--- config.mk ---
export PLATFORM = sky130hd
export DESIGN_NAME = ta_ldd_cap_seq_flat
export DESIGN_NICKNAME = d
export VERILOG_FILES = /design/src/rtl/ta_ldd_cap_seq_if.sv /design/src/rtl/ta_ldd_cap_seq.sv /design/src/flat_wrapper.sv
export SDC_FILE = /design/constraint.sdc
export NUM_CORES = 1
export LEC_CHECK = 0
export ABC_AREA = 1
export CORE_UTILIZATION = 41
export DETAILED_ROUTE_END_ITERATION = 7
export HOLD_SLACK_MARGIN = 0.15
export PLACE_DENSITY = 0.65
export RECOVER_POWER = 100
export SYNTH_ARGS = -nofsm -noshare
export SYNTH_HDL_FRONTEND = slang
export SYNTH_SLANG_ARGS = --single-unit
--- constraint.sdc ---
create_clock -name clk200 -period 3.4 [get_ports clk200]
set_clock_uncertainty 0.05 [all_clocks]
set_input_delay 0.51 -clock clk200 [delete_from_list [all_inputs] [get_ports clk200]]
set_output_delay 0.51 -clock clk200 [all_outputs]
set_load 0.02 [all_outputs]
--- src/rtl/ta_ldd_cap_seq_if.sv ---
// ta_ldd_cap_seq_if: window-command handshake between ranging control and the capture sequencer
interface ta_ldd_cap_seq_if #(
  parameter int TOP0_0 = 3,
  parameter int CNT_W  = 16,
  parameter int GAP_W  = 8
);
  logic              cmd_valid;
  logic              cmd_ready;
  logic [TOP0_0-1:0] cmd_wdis;
  logic [CNT_W-1:0]  cmd_len;
  logic [GAP_W-1:0]  cmd_gap;
  modport master (output cmd_valid, cmd_wdis, cmd_len, cmd_gap, input cmd_ready);
  modport slave  (input cmd_valid, cmd_wdis, cmd_len, cmd_gap, output cmd_ready);
endinterface

--- src/rtl/ta_ldd_cap_seq.sv ---
// ta_ldd_cap_seq: queued laser-driver capture-window sequencer with gap, done pulse and abort/flush
module ta_ldd_cap_seq #(
  parameter int TOP0_0 = 3,
  parameter int CNT_W  = 16,
  parameter int GAP_W  = 8,
  parameter int DEPTH  = 4
) (
  input  logic                     clk200,
  input  logic                     rst,
  ta_ldd_cap_seq_if.slave          cmd,
  input  logic                     abort,
  output logic [TOP0_0-1:0]        wdis,
  output logic                     win_act,
  output logic                     win_done,
  output logic                     capr_rdy,
  output logic [$clog2(DEPTH):0]   fifo_level
);
  localparam int A_W = $clog2(DEPTH);
  localparam int L_W = A_W + 1;
  localparam int C_W = CNT_W > GAP_W ? CNT_W : GAP_W;
  typedef enum logic [1:0] {IDLE, ON, GAP} state_t;
  state_t            state, state_n;
  logic [TOP0_0-1:0] mem_wdis [DEPTH];
  logic [CNT_W-1:0]  mem_len  [DEPTH];
  logic [GAP_W-1:0]  mem_gap  [DEPTH];
  logic [A_W-1:0]    wp, rp;
  logic [C_W-1:0]    cnt;
  logic [GAP_W-1:0]  gap_r, fin_gap;
  logic [L_W-1:0]    lvl_n;
  logic              full, push, pop, fin;
  assign full          = fifo_level == L_W'(DEPTH);
  assign pop           = state == IDLE && fifo_level != '0 && !abort;
  assign cmd.cmd_ready = !rst && !abort && (!full || pop);
  assign push          = cmd.cmd_valid && cmd.cmd_ready;
  assign fin           = !abort && ((state == ON && cnt == C_W'(1)) || (pop && mem_len[rp] == '0));
  assign fin_gap       = state == ON ? gap_r : mem_gap[rp];
  assign lvl_n         = abort ? '0 : fifo_level + L_W'(push) - L_W'(pop);
  always_comb begin
    state_n = abort ? IDLE :
              fin ? (fin_gap != '0 ? GAP : IDLE) :
              pop ? ON :
              (state == GAP && cnt == '0) ? IDLE : state;
  end
  always_ff @(posedge clk200) begin
    if (push) begin
      mem_wdis[wp] <= cmd.cmd_wdis;
      mem_len[wp]  <= cmd.cmd_len;
      mem_gap[wp]  <= cmd.cmd_gap;
    end
  end
  always_ff @(posedge clk200) begin
    if (rst) begin
      state      <= IDLE;
      wp         <= '0;
      rp         <= '0;
      fifo_level <= '0;
      cnt        <= '0;
      gap_r      <= '0;
      wdis       <= '0;
      win_act    <= 1'b0;
      win_done   <= 1'b0;
      capr_rdy   <= 1'b0;
    end else begin
      state      <= state_n;
      fifo_level <= lvl_n;
      capr_rdy   <= state_n == IDLE && lvl_n == '0;
      win_done   <= fin;
      win_act    <= state_n == ON;
      wdis       <= state_n == ON ? (pop ? mem_wdis[rp] : wdis) : '0;
      cnt        <= fin ? C_W'(fin_gap) : pop ? C_W'(mem_len[rp]) : cnt != '0 ? cnt - C_W'(1) : cnt;
      wp         <= abort ? '0 : push ? wp + A_W'(1) : wp;
      rp         <= abort ? '0 : pop ? rp + A_W'(1) : rp;
      gap_r      <= pop ? mem_gap[rp] : gap_r;
    end
  end
endmodule

--- src/flat_wrapper.sv ---
// flat-port wrapper written by rule: the top's interface ports become plain ports
module ta_ldd_cap_seq_flat 
#(
  parameter int TOP0_0 = 3,
  parameter int CNT_W  = 16,
  parameter int GAP_W  = 8,
  parameter int DEPTH  = 4
)
  (clk200, rst, abort, wdis, win_act, win_done, capr_rdy, fifo_level, cmd_cmd_valid, cmd_cmd_wdis, cmd_cmd_len, cmd_cmd_gap, cmd_cmd_ready);
  ta_ldd_cap_seq_if #(.TOP0_0(TOP0_0), .CNT_W(CNT_W), .GAP_W(GAP_W)) cmd_i ();
  input  logic clk200;
  input  logic rst;
  input  logic abort;
  output logic [TOP0_0-1:0] wdis;
  output logic win_act;
  output logic win_done;
  output logic capr_rdy;
  output logic [$clog2(DEPTH):0] fifo_level;
  input wire logic [$bits(cmd_i.cmd_valid)-1:0] cmd_cmd_valid;
  input wire logic [$bits(cmd_i.cmd_wdis)-1:0] cmd_cmd_wdis;
  input wire logic [$bits(cmd_i.cmd_len)-1:0] cmd_cmd_len;
  input wire logic [$bits(cmd_i.cmd_gap)-1:0] cmd_cmd_gap;
  output wire logic [$bits(cmd_i.cmd_ready)-1:0] cmd_cmd_ready;
  assign cmd_i.cmd_valid = cmd_cmd_valid;
  assign cmd_i.cmd_wdis = cmd_cmd_wdis;
  assign cmd_i.cmd_len = cmd_cmd_len;
  assign cmd_i.cmd_gap = cmd_cmd_gap;
  assign cmd_cmd_ready = cmd_i.cmd_ready;
  ta_ldd_cap_seq #(.TOP0_0(TOP0_0), .CNT_W(CNT_W), .GAP_W(GAP_W), .DEPTH(DEPTH)) u_core (.clk200(clk200), .rst(rst), .cmd(cmd_i), .abort(abort), .wdis(wdis), .win_act(win_act), .win_done(win_done), .capr_rdy(capr_rdy), .fifo_level(fifo_level));
endmodule
==> impl_results.md <==
- Status: completed
- Worst Path Required: 2.84 ns
- Routed vias/inst: 5.04
- Site row count: 45
- Post-CTS Hold Fix Bufs: 0
- Largest net degree at the start of global routing: 49
- TritonCTS Buffers: 17
- First-pass GRT wire length: 21.4 mm
- CTS H-tree lvls: 4
- CTS sink count: 149
- Worst setup EP type: primary output
- Final slew viol count: 0
- Area post-placement: 0.00695 mm^2
- Initial antenna violation count: 0
- Area Growth Syn to Fin: 18.8%
- Starting density of the core: 0.417
- CP peak stage delay: 0.68 ns
- Post-DP HPWL: 8.37 mm
- # port buffers: 40
- Die X: 126 um
- 1st-iter DRT viols: 248
- Uppermost layer routed: met4
- Post-Synthesis Cells: 635
- Max-slew headroom: 0.195
- CP startpoint kind: input port
- R2r setup slk: 0.54 ns
- Synth cell types: 33
- Final WS setup: 0.512 ns
- Routed length per instance: 14.7 um
- FF/Latch Area: 0.00406 mm^2
- DRC viols: 0
- CTS tree: done
- Number of synthesized register bits: 149
- Fraction of registers with async set/reset: 0
- Critical-path cell list: dlygate4sd3_1 -> nor2_1 -> o21ai_0 -> inv_1 -> dlygate4sd3_1
- Pre-antenna DRT Iters: 5
- Met2 WL post-DR: 6.40 mm
- # diodes: 0
- Post-CTS Setup Inserts: 0
- Final Hold Viols: 0
- Reg clk slew, reported paths: 0.06 ns
- Setup tns final: 0 ns
- Fillers: 1326
- Fraction of layout cells with a size suffix above 1: 0.0746
- Leak Pwr: 2.92 nW
- Final wirelength: 13.0 mm
- Via count: 4458
- Total GRT Usage: 0.177
- CTS resizes: 0
- CTS Buffer Depth: 2
- Power Total: 4.69 mW
- Clock insertion delay at the later pin of the skew report: 0.42 ns
- Met3 wire length: 558 um
- WL met1: 5.79 mm
- RSZ-0062 raised after global routing: false
- Top cell type's share of synthesized area: 0.513
- Area occupied by multi-input gates: 0.00199 mm^2
- ANT nets after route: 0
- Maxcap violations: 0
- Largest area contributor in the netlist: edfxtp_1
- CP arrival: 2.33 ns
- Post-Place Worst Slack: 0.393 ns
- Die area: 0.0159 mm^2
- Power per cell area: 625 mW/mm^2
- Ys flop type: edfxtp_1
- CTS Root Cell: clkbuf_16
- Commonest non-fill, non-tap cell in the layout: nand2_1
- Sequential-to-total area share from yosys stat: 0.643
- Peak supply drop: 361 uV
- Final setup fails: 0
- Synthesis Warnings: 0
- Die height: 126 um
- RePlAce Congestion: 0.834
- Core area: 0.0151 mm^2
- Most frequent cells in the layout: nand2_1 (169), edfxtp_1 (108), nor2_1 (72)
- Post-Syn Nets: 676
- Post-layout minimum cycle time: 2.89 ns
- Boundary Pins: 41
- Crit-path max FO: 6
- Slowest cell on crit path: dlygate4sd3_1
- Fmax: 346 MHz
- Via count of the first global-routing pass: 4396
- Area of the mapped netlist: 0.00632 mm^2
- Period utilization: 0.850
- Tightest Pin Transition: 1.21 ns
- Post-synth EDFFs: 108
- Syn avg cell area: 9.95 um^2
- Crit Path Class: input port to primary output
- Final instance area: 0.00750 mm^2
- Nets: 725
- Global route overflow: 0
- Dominant cells by area after synthesis: edfxtp_1 (51%), dfxtp_1 (13%), nand2_1 (10%), nand3_1 (5.5%), nor2_1 (4.5%)
- HP Class: flop to flop
- Critical path's most frequent cell: dlygate4sd3_1
worst max-delay path, delay by kind of cell:
kind / cells / cell delay, ns
buf+inv: 3 / 1.36
simple gates: 1 / 0.29
compound gates: 1 / 0.17
routing by layer:
metal,global-route usage,vias up
li1,-,2250
met4,0.0936,0
met1,0.218,2091
met2,0.287,93
met3,0.0463,24
met5,0,-
final timing paths:
| check | endpoint | from | cells after the start |
|---|---|---|---|
| worst max-delay path | cmd_cmd_ready | abort | 5 |
| worst max register to register | u_core.cnt[14] | flop | 12 |
| worst min register to register | u_core.cnt[1] | u_core.cnt[1] | 2 |
| worst min-delay path | u_core.cnt[1] | u_core.cnt[1] | 2 |
state kept, by name, summed over array words and instances (netlist names), 2 cells and up, named ones only:
signal,cells
u_core.gap_r,8
u_core.rp,2
u_core.fifo_level,3
u_core.wdis,3
u_core.cnt,16
u_core.state,2
u_core.wp,2
u_core.mem_len,64
u_core.mem_gap,32
u_core.mem_wdis,12
per-stage QoR:
step	utilization	hold slack, ns	cells
floorplan	-	0.426	635
global placement	0.459	0.440	853
detailed placement	0.459	0.452	853
CTS	0.497	0.459	885
global route	0.495	0.493	885
finish	0.495	0.459	885
cell type report:
type	count	area share
Clock buffer	19	0.0590
Inverter	39	0.0195
Sequential cell	149	0.542
Tap cell	188	0.0314
Timing Repair Buffer	55	0.0657
Clock inverter	13	0.0177
Multi-Input combinational cell	422	0.265
Yosys cell counts, types with 3 or more instances:
| cell | instances |
|---|---|
| nand3_1 | 69 |
| nand2_1 | 169 |
| inv_1 | 37 |
| o221ai_1 | 3 |
| clkbuf_1 | 7 |
| buf_2 | 13 |
| xnor2_1 | 3 |
| nor2_1 | 76 |
| o21ai_0 | 33 |
| edfxtp_1 | 108 |
| buf_4 | 3 |
| nor3_1 | 6 |
| xor2_1 | 8 |
| ha_1 | 9 |
| dfxtp_1 | 41 |
| a21oi_1 | 29 |
kinds of logic after synthesis:
logic type	Yosys count	synth area share
buffers and inverters	64	0.0436
adders and majority gates	10	0.0210
AOI/OAI and AO/OA	74	0.0640
and+or+nand+nor	327	0.213
xor gates and xnor gates	11	0.0153
DFF	149	0.643
power by group:
| part | switching [mW] | internal [mW] |
|---|---|---|
| Sequential | 0.0565 | 2.04 |
| Combinational | 0.482 | 0.312 |
| Clock | 0.708 | 1.09 |
(Power assumes the default switching activity.)
